**src/rtl/pipeline_hazard_ctrl_if.sv**
```systemverilog
// Hazard controller bus: pipeline register status in, stall/flush/forward controls out.
interface pipeline_hazard_ctrl_if #(
    parameter int STALL_CNT_W = 32
);
    logic [4:0]             D_ra;
    logic [4:0]             D_rb;
    logic [4:0]             E_ra;
    logic [4:0]             E_rb;
    logic [4:0]             E_rd;
    logic [1:0]             E_result_src;
    logic                   E_RegWrite;
    logic                   E_is_div;
    logic                   E_redirect;
    logic [4:0]             M_rd;
    logic [4:0]             W_rd;
    logic                   M_RegWrite;
    logic                   W_RegWrite;
    logic                   div_done;
    logic                   F_en;
    logic                   F_D_en;
    logic                   F_D_flush;
    logic                   D_E_en;
    logic                   no_op;
    logic                   CTRL_Flush;
    logic                   M_bubble;
    logic [1:0]             fwd_a;
    logic [1:0]             fwd_b;
    logic                   div_start;
    logic                   div_busy;
    logic                   div_timeout;
    logic [STALL_CNT_W-1:0] stall_cycles;

    // Pipeline / divider side driving the controller.
    modport master (
        output D_ra, D_rb, E_ra, E_rb, E_rd, E_result_src, E_RegWrite, E_is_div,
               E_redirect, M_rd, W_rd, M_RegWrite, W_RegWrite, div_done,
        input  F_en, F_D_en, F_D_flush, D_E_en, no_op, CTRL_Flush, M_bubble,
               fwd_a, fwd_b, div_start, div_busy, div_timeout, stall_cycles
    );

    // Controller side.
    modport slave (
        input  D_ra, D_rb, E_ra, E_rb, E_rd, E_result_src, E_RegWrite, E_is_div,
               E_redirect, M_rd, W_rd, M_RegWrite, W_RegWrite, div_done,
        output F_en, F_D_en, F_D_flush, D_E_en, no_op, CTRL_Flush, M_bubble,
               fwd_a, fwd_b, div_start, div_busy, div_timeout, stall_cycles
    );
endinterface

```
**src/rtl/pipeline_hazard_ctrl.sv**
```systemverilog
// Hazard and sequencing controller: div stall, redirect flush, load-use stall,
// M/W forwarding selects and the divider start/done/timeout sequencer.
module pipeline_hazard_ctrl #(
    parameter int DIV_TIMEOUT = 64,
    parameter int STALL_CNT_W = 32
) (
    input  logic                 clk,
    input  logic                 rst,
    pipeline_hazard_ctrl_if.slave bus
);
    typedef enum logic [1:0] {IDLE, BUSY, DONE} div_state_t;

    localparam int TW = (DIV_TIMEOUT > 1) ? $clog2(DIV_TIMEOUT) : 1;
    localparam logic [TW-1:0] TO_LAST = TW'(DIV_TIMEOUT - 1);

    div_state_t             state, state_nx;
    logic [TW-1:0]          to_cnt;
    logic                   to_flag;
    logic [STALL_CNT_W-1:0] stall_q;
    logic                   timeout_hit;
    logic                   div_stall;
    logic                   load_use;

    function automatic logic [1:0] fwd_sel(input logic [4:0] rs,
                                           input logic [4:0] m_rd, input logic m_we,
                                           input logic [4:0] w_rd, input logic w_we);
        if (m_we && (m_rd != 5'd0) && (m_rd == rs))
            return 2'b10;
        else if (w_we && (w_rd != 5'd0) && (w_rd == rs))
            return 2'b01;
        else
            return 2'b00;
    endfunction

    assign timeout_hit = (to_cnt == TO_LAST);
    assign div_stall   = ((state == IDLE) && bus.E_is_div) || (state == BUSY);
    assign load_use    = (bus.E_result_src == 2'b01) && bus.E_RegWrite &&
                         (bus.E_rd != 5'd0) &&
                         ((bus.E_rd == bus.D_ra) || (bus.E_rd == bus.D_rb));

    // Divider FSM state register.
    always_ff @(posedge clk) begin
        if (rst) state <= IDLE;
        else     state <= state_nx;
    end

    // Divider next state and launch pulse.
    always_comb begin
        state_nx      = state;
        bus.div_start = 1'b0;
        unique case (state)
            IDLE: if (bus.E_is_div) begin
                state_nx      = BUSY;
                bus.div_start = !rst;
            end
            BUSY: if (bus.div_done || timeout_hit) state_nx = DONE;
            DONE: state_nx = IDLE;
            default: state_nx = IDLE;
        endcase
    end

    // Timeout counter and sticky error; done arriving on the last cycle is not a timeout.
    always_ff @(posedge clk) begin
        if (rst) begin
            to_cnt  <= '0;
            to_flag <= 1'b0;
        end else begin
            if ((state == IDLE) && bus.E_is_div) to_cnt <= '0;
            else if (state == BUSY)              to_cnt <= to_cnt + 1'b1;
            if ((state == BUSY) && !bus.div_done && timeout_hit) to_flag <= 1'b1;
        end
    end

    // Stall/flush controls in priority order: div stall, redirect, load-use, normal.
    always_comb begin
        bus.F_en       = 1'b1;
        bus.F_D_en     = 1'b1;
        bus.D_E_en     = 1'b1;
        bus.F_D_flush  = 1'b0;
        bus.no_op      = 1'b0;
        bus.CTRL_Flush = 1'b0;
        bus.M_bubble   = 1'b0;
        if (rst) begin
            bus.F_en   = 1'b0;
            bus.F_D_en = 1'b0;
            bus.D_E_en = 1'b0;
        end else if (div_stall) begin
            bus.F_en     = 1'b0;
            bus.F_D_en   = 1'b0;
            bus.D_E_en   = 1'b0;
            bus.M_bubble = 1'b1;
        end else if (state == IDLE && bus.E_redirect) begin
            bus.CTRL_Flush = 1'b1;
            bus.F_D_flush  = 1'b1;
        end else if (state == IDLE && load_use) begin
            bus.F_en   = 1'b0;
            bus.F_D_en = 1'b0;
            bus.no_op  = 1'b1;
        end
    end

    // Operand forwarding selects, M result preferred over W.
    always_comb begin
        bus.fwd_a = 2'b00;
        bus.fwd_b = 2'b00;
        if (!rst) begin
            bus.fwd_a = fwd_sel(bus.E_ra, bus.M_rd, bus.M_RegWrite, bus.W_rd, bus.W_RegWrite);
            bus.fwd_b = fwd_sel(bus.E_rb, bus.M_rd, bus.M_RegWrite, bus.W_rd, bus.W_RegWrite);
        end
    end

    // Saturating count of cycles with the PC frozen.
    always_ff @(posedge clk) begin
        if (rst)                           stall_q <= '0;
        else if (!bus.F_en && stall_q != '1) stall_q <= stall_q + 1'b1;
    end

    assign bus.div_busy     = (state == BUSY);
    assign bus.div_timeout  = to_flag;
    assign bus.stall_cycles = stall_q;
endmodule

```
**src/flat_wrapper.sv**
```systemverilog
// flat-port wrapper written by rule: the top's interface ports become plain ports
module pipeline_hazard_ctrl_flat 
#(
    parameter int DIV_TIMEOUT = 64,
    parameter int STALL_CNT_W = 32
)
  (clk, rst, bus_D_ra, bus_D_rb, bus_E_ra, bus_E_rb, bus_E_rd, bus_E_result_src, bus_E_RegWrite, bus_E_is_div, bus_E_redirect, bus_M_rd, bus_W_rd, bus_M_RegWrite, bus_W_RegWrite, bus_div_done, bus_F_en, bus_F_D_en, bus_F_D_flush, bus_D_E_en, bus_no_op, bus_CTRL_Flush, bus_M_bubble, bus_fwd_a, bus_fwd_b, bus_div_start, bus_div_busy, bus_div_timeout, bus_stall_cycles);
  pipeline_hazard_ctrl_if #(.STALL_CNT_W(STALL_CNT_W)) bus_i ();
  input  logic clk;
  input  logic rst;
  input wire logic [$bits(bus_i.D_ra)-1:0] bus_D_ra;
  input wire logic [$bits(bus_i.D_rb)-1:0] bus_D_rb;
  input wire logic [$bits(bus_i.E_ra)-1:0] bus_E_ra;
  input wire logic [$bits(bus_i.E_rb)-1:0] bus_E_rb;
  input wire logic [$bits(bus_i.E_rd)-1:0] bus_E_rd;
  input wire logic [$bits(bus_i.E_result_src)-1:0] bus_E_result_src;
  input wire logic [$bits(bus_i.E_RegWrite)-1:0] bus_E_RegWrite;
  input wire logic [$bits(bus_i.E_is_div)-1:0] bus_E_is_div;
  input wire logic [$bits(bus_i.E_redirect)-1:0] bus_E_redirect;
  input wire logic [$bits(bus_i.M_rd)-1:0] bus_M_rd;
  input wire logic [$bits(bus_i.W_rd)-1:0] bus_W_rd;
  input wire logic [$bits(bus_i.M_RegWrite)-1:0] bus_M_RegWrite;
  input wire logic [$bits(bus_i.W_RegWrite)-1:0] bus_W_RegWrite;
  input wire logic [$bits(bus_i.div_done)-1:0] bus_div_done;
  output wire logic [$bits(bus_i.F_en)-1:0] bus_F_en;
  output wire logic [$bits(bus_i.F_D_en)-1:0] bus_F_D_en;
  output wire logic [$bits(bus_i.F_D_flush)-1:0] bus_F_D_flush;
  output wire logic [$bits(bus_i.D_E_en)-1:0] bus_D_E_en;
  output wire logic [$bits(bus_i.no_op)-1:0] bus_no_op;
  output wire logic [$bits(bus_i.CTRL_Flush)-1:0] bus_CTRL_Flush;
  output wire logic [$bits(bus_i.M_bubble)-1:0] bus_M_bubble;
  output wire logic [$bits(bus_i.fwd_a)-1:0] bus_fwd_a;
  output wire logic [$bits(bus_i.fwd_b)-1:0] bus_fwd_b;
  output wire logic [$bits(bus_i.div_start)-1:0] bus_div_start;
  output wire logic [$bits(bus_i.div_busy)-1:0] bus_div_busy;
  output wire logic [$bits(bus_i.div_timeout)-1:0] bus_div_timeout;
  output wire logic [$bits(bus_i.stall_cycles)-1:0] bus_stall_cycles;
  assign bus_i.D_ra = bus_D_ra;
  assign bus_i.D_rb = bus_D_rb;
  assign bus_i.E_ra = bus_E_ra;
  assign bus_i.E_rb = bus_E_rb;
  assign bus_i.E_rd = bus_E_rd;
  assign bus_i.E_result_src = bus_E_result_src;
  assign bus_i.E_RegWrite = bus_E_RegWrite;
  assign bus_i.E_is_div = bus_E_is_div;
  assign bus_i.E_redirect = bus_E_redirect;
  assign bus_i.M_rd = bus_M_rd;
  assign bus_i.W_rd = bus_W_rd;
  assign bus_i.M_RegWrite = bus_M_RegWrite;
  assign bus_i.W_RegWrite = bus_W_RegWrite;
  assign bus_i.div_done = bus_div_done;
  assign bus_F_en = bus_i.F_en;
  assign bus_F_D_en = bus_i.F_D_en;
  assign bus_F_D_flush = bus_i.F_D_flush;
  assign bus_D_E_en = bus_i.D_E_en;
  assign bus_no_op = bus_i.no_op;
  assign bus_CTRL_Flush = bus_i.CTRL_Flush;
  assign bus_M_bubble = bus_i.M_bubble;
  assign bus_fwd_a = bus_i.fwd_a;
  assign bus_fwd_b = bus_i.fwd_b;
  assign bus_div_start = bus_i.div_start;
  assign bus_div_busy = bus_i.div_busy;
  assign bus_div_timeout = bus_i.div_timeout;
  assign bus_stall_cycles = bus_i.stall_cycles;
  pipeline_hazard_ctrl #(.DIV_TIMEOUT(DIV_TIMEOUT), .STALL_CNT_W(STALL_CNT_W)) u_core (.clk(clk), .rst(rst), .bus(bus_i));
endmodule
```
**config.mk**
```make
export PLATFORM = sky130hd
export DESIGN_NAME = pipeline_hazard_ctrl_flat
export DESIGN_NICKNAME = d
export VERILOG_FILES = /design/src/rtl/pipeline_hazard_ctrl_if.sv /design/src/rtl/pipeline_hazard_ctrl.sv /design/src/flat_wrapper.sv
export SDC_FILE = /design/constraint.sdc
export NUM_CORES = 1
export LEC_CHECK = 0
export ABC_AREA = 1
export BUFFER_PORTS_ARGS = -buffer_cell sky130_fd_sc_hd__buf_4
export CAP_MARGIN = 20
export CORE_MARGIN = 3
export CORE_UTILIZATION = 35
export DETAILED_ROUTE_END_ITERATION = 6
export PLACE_DENSITY = 0.69
export SLEW_MARGIN = 25
export SYNTH_ARGS = -nofsm -noshare
export SYNTH_HDL_FRONTEND = slang
export SYNTH_SLANG_ARGS = --single-unit
```
**constraint.sdc**
```tcl
create_clock -name clk -period 4.3 [get_ports clk]
set_clock_uncertainty 0.05 [all_clocks]
set_input_delay 0.215 -clock clk [delete_from_list [all_inputs] [get_ports clk]]
set_output_delay 0.215 -clock clk [all_outputs]
set_load 0.03 [all_outputs]
```
==> metrics.txt <==
# TYPE chip_impl_metric gauge
chip_impl_info{name="status",value="finished clean"} 1
chip_impl_metric{name="remaining_drc_errors",unit=""} 0
chip_impl_metric{name="pwr-share-clk",unit="%"} 37.4
chip_impl_metric{name="dieWidth",unit="um"} 99.1
chip_impl_info{name="final_common_cell",value="sky130_fd_sc_hd__nand2_1"} 1
chip_impl_metric{name="setup_viol",unit=""} 0
chip_impl_metric{name="net-switching-power",unit="mW"} 0.238
chip_impl_metric{name="globalRouteMet2Util",unit="%"} 27.8
chip_impl_metric{name="leakage_component_of_the_power",unit="nW"} 1.63
chip_impl_metric{name="top_level_ports",unit=""} 91
chip_impl_metric{name="holdWs",unit="ns"} 0.142
chip_impl_metric{name="placed_area",unit="um2"} 3750
chip_impl_metric{name="synth_fa_ha_area_share",unit="%"} 0.825
chip_impl_metric{name="flow.area_growth_from_synthesis",unit="%"} 27.4
chip_impl_metric{name="min_path_cells",unit=""} 4
chip_impl_metric{name="diodes_inserted",unit=""} 0
chip_impl_metric{name="grt-ovfl-total",unit=""} 0
chip_impl_metric{name="use_met3",unit="%"} 4.49
chip_impl_metric{name="cts.htree.levels",unit=""} 2
chip_impl_metric{name="totalNegativeSetupSlack",unit="ns"} 0
chip_impl_metric{name="yosys_register_bits",unit=""} 41
chip_impl_metric{name="worstSkewPairLatency",unit="ns"} 0.29
chip_impl_metric{name="final_cell_area",unit="um2"} 3860
chip_impl_metric{name="antenna_left",unit=""} 0
chip_impl_metric{name="grt_pass1_wl",unit="mm"} 13.9
chip_impl_metric{name="max_freq",unit="GHz"} 0.378
chip_impl_metric{name="timing.max_slew.rel_slack",unit="%"} 55.0
chip_impl_metric{name="min_period_over_period",unit="%"} 61.5
chip_impl_metric{name="cts.clk_slew.worst_paths",unit="ns"} 0.08
chip_impl_metric{name="hold_viol",unit=""} 0
chip_impl_info{name="cts_tree",value="built"} 1
chip_impl_info{name="grt_setup_unrepaired",value="no"} 1
chip_impl_metric{name="detailedRoute.firstPassIterationCount",unit=""} 5
chip_impl_metric{name="totalPowerFinal",unit="mW"} 0.877
chip_impl_metric{name="synthDistinctLibCells",unit=""} 30
chip_impl_metric{name="path_max_fanout",unit=""} 32
chip_impl_metric{name="via_count_normalized_by_instance_count",unit=""} 4.86
chip_impl_metric{name="multi_input_comb_area",unit="um2"} 1960
chip_impl_metric{name="route.detailed.wl_per_inst",unit="um"} 12.3
chip_impl_metric{name="cts-root-to-sink-buffers",unit=""} 2
chip_impl_info{name="timing.critical_path.from_type",value="flop"} 1
chip_impl_info{name="crit_end_element",value="flop"} 1
chip_impl_metric{name="ctsResizeCount",unit=""} 0
chip_impl_metric{name="layoutNonFillerInstCount",unit=""} 693
chip_impl_metric{name="synth_area_per_inst",unit="um2"} 6.01
chip_impl_metric{name="grt_max_degree",unit=""} 41
chip_impl_metric{name="synth-compound-area-share",unit="%"} 7.92
chip_impl_metric{name="std_cell_rows",unit=""} 33
chip_impl_metric{name="power_frac_comb",unit="%"} 18.1
chip_impl_metric{name="arrival",unit="ns"} 2.82
chip_impl_metric{name="yosys-mux-area-fraction",unit="%"} 0
chip_impl_metric{name="period_needed",unit="ns"} 2.65
chip_impl_metric{name="antenna_violations_before_repair",unit=""} 0
chip_impl_metric{name="syn-cell-area",unit="um2"} 3030
chip_impl_metric{name="required_time_at_the_endpoint_of_the_critical_path",unit="ns"} 4.47
chip_impl_metric{name="power_dens_cells",unit="nW/um2"} 227
chip_impl_metric{name="seq_power_share",unit="%"} 44.4
chip_impl_metric{name="max_cap_viol_count",unit=""} 0
chip_impl_metric{name="synth-simple-area-share",unit="%"} 46.2
chip_impl_metric{name="synth_cells",unit=""} 505
chip_impl_metric{name="cts_num_sinks",unit=""} 41
chip_impl_info{name="hold_path.class",value="primary input to flop"} 1
chip_impl_metric{name="grt.met1_usage",unit="%"} 21.3
chip_impl_metric{name="report.final.slew_viol_count",unit=""} 0
chip_impl_metric{name="internal-power",unit="mW"} 0.639
chip_impl_metric{name="placedCellCount",unit=""} 685
chip_impl_metric{name="worst_pin_slew",unit="ns"} 0.675
chip_impl_metric{name="die_area",unit="um2"} 9820
chip_impl_metric{name="numCtsBuffers",unit=""} 5
chip_impl_metric{name="peakVddDrop",unit="mV"} 0.123
chip_impl_metric{name="routed_vias",unit=""} 3370
chip_impl_metric{name="layout_cells_sized_above_1",unit="%"} 19.2
chip_impl_info{name="worstSetupPathType",value="flop to flop"} 1
chip_impl_metric{name="timing.reg2reg.worst_path_depth",unit=""} 9
chip_impl_metric{name="drt_wl_total",unit="mm"} 8.50
chip_impl_metric{name="final-seq-area",unit="um2"} 821
chip_impl_metric{name="groute.usage.overall",unit="%"} 16.9
chip_impl_metric{name="fill_cells",unit=""} 850
chip_impl_info{name="globalRoute.busiestLayer",value="met2"} 1
chip_impl_info{name="dominant_combinational_cell_family_by_area_after_synthesis",value="simple AND/OR/NAND/NOR gates"} 1
chip_impl_info{name="cts-root-buf",value="sky130_fd_sc_hd__clkbuf_8"} 1
chip_impl_metric{name="dpl.hpwl",unit="mm"} 6.66
chip_impl_metric{name="power_switching_share",unit="%"} 27.2
chip_impl_metric{name="overall_die_height",unit="um"} 99.1
chip_impl_metric{name="placement.io_buffers",unit=""} 90
chip_impl_metric{name="postCtsSetupRepairBufs",unit=""} 0
chip_impl_info{name="final_cell_mix",value="sky130_fd_sc_hd__nand2_1 (170), sky130_fd_sc_hd__buf_4 (90), sky130_fd_sc_hd__nor2_1 (73)"} 1
chip_impl_metric{name="post_synth_xor_area_fraction",unit="%"} 9.82
chip_impl_metric{name="core_footprint",unit="um2"} 8300
chip_impl_metric{name="initial_utilization",unit="%"} 36.5
chip_impl_metric{name="ctsHoldBuffers",unit=""} 0
chip_impl_metric{name="drt-initial-drc-count",unit=""} 139
chip_impl_metric{name="final_net_count",unit=""} 634
chip_impl_metric{name="grt_pass1_vias",unit=""} 3050
chip_impl_metric{name="ys.warnings.count",unit=""} 0
chip_impl_metric{name="ys_seq_area_share",unit="%"} 27.1
chip_impl_metric{name="gp_routability_congestion",unit=""} 0.927
chip_impl_metric{name="synthesis.nets",unit=""} 552
[logic make-up after synthesis]
family          after synthesis
flops                        41
compound gates               46
xor+xnor                     34
buf+inv                      56
simple gates                326
fa+ha+maj                     2
[cells in the mapped netlist (all sizes together)]
cell type	n	area [um2]
buf	11	78.8
dfxtp	41	821
xnor2	14	123
o41ai	1	8.76
a211oi	2	15.0
xor2	20	175
o21ai	3	15.0
nor4	4	25.0
nor3b	1	7.51
nor2	76	298
clkbuf	4	15.0
or2	4	25.0
nand2	173	662
ha	2	25.0
nand4	5	31.3
nor3	4	20.0
inv	41	154
nand3	48	250
nand3b	11	82.6
o22ai	1	6.26
a21oi	39	195
[cell type report]
cell class                 count  area share (%)
sequential                    41            21.3
inverter                      41            3.98
timing repair buffer          90            17.5
clock buffer                   7            2.24
tap                          105            3.40
clock inverter                 1           0.777
multi-input combinational    408            50.9
[power by group through the flow]
stage	Combinational, mW	Sequential (mW)	Clock (mW)
2_1_floorplan	0.0926	0.403	0
3_3_place_gp	0.158	0.398	0
3_5_place_dp	0.160	0.399	0
4_1_cts	0.160	0.390	0.338
5_1_grt	0.176	0.391	0.350
6_report	0.159	0.390	0.328
[metal layers]
| layer | vias up | wire [um] |
|---|---|---|
| li1 | 1774 | - |
| met1 | 1485 | 3800 |
| met2 | 92 | 3900 |
| met3 | 19 | 600 |
| met4 | 0 | 204 |
| met5 | - | 0 |
[critical path: stages, from the launching register on]
cell	delay (ns)
sky130_fd_sc_hd__dfxtp_1	0.45
sky130_fd_sc_hd__ha_1	0.33
sky130_fd_sc_hd__nand2_2	0.12
sky130_fd_sc_hd__inv_2	0.08
sky130_fd_sc_hd__nand3_2	0.09
sky130_fd_sc_hd__nor2_4	0.10
sky130_fd_sc_hd__nand3_2	0.52
sky130_fd_sc_hd__nand2_4	0.55
sky130_fd_sc_hd__nand2_1	0.09
sky130_fd_sc_hd__a21oi_1	0.15
[per-stage QoR]
step	utilization, %	worst slack, ns
after floorplan	-	2.07
after global placement	45.1	1.83
after detailed placement	45.1	1.68
after CTS	46.5	1.67
after global routing	46.5	1.42
final	46.5	1.65
[state kept, by name, summed over array words and instances (netlist names)]
signal / cells
u_core.bus.div_timeout: 1
u_core.bus.stall_cycles: 32
u_core.state: 2
u_core.to_cnt: 6
[path summary, 6_finish.rpt]
check                             start                           to  slack, ns
max          u_core.bus.stall_cycles[0]  u_core.bus.stall_cycles[12]       1.65
min                        bus_div_done              u_core.state[0]       0.14
max reg2reg  u_core.bus.stall_cycles[0]  u_core.bus.stall_cycles[12]       1.65
min reg2reg      u_core.bus.div_timeout       u_core.bus.div_timeout       0.44
(Power assumes the default switching activity.)
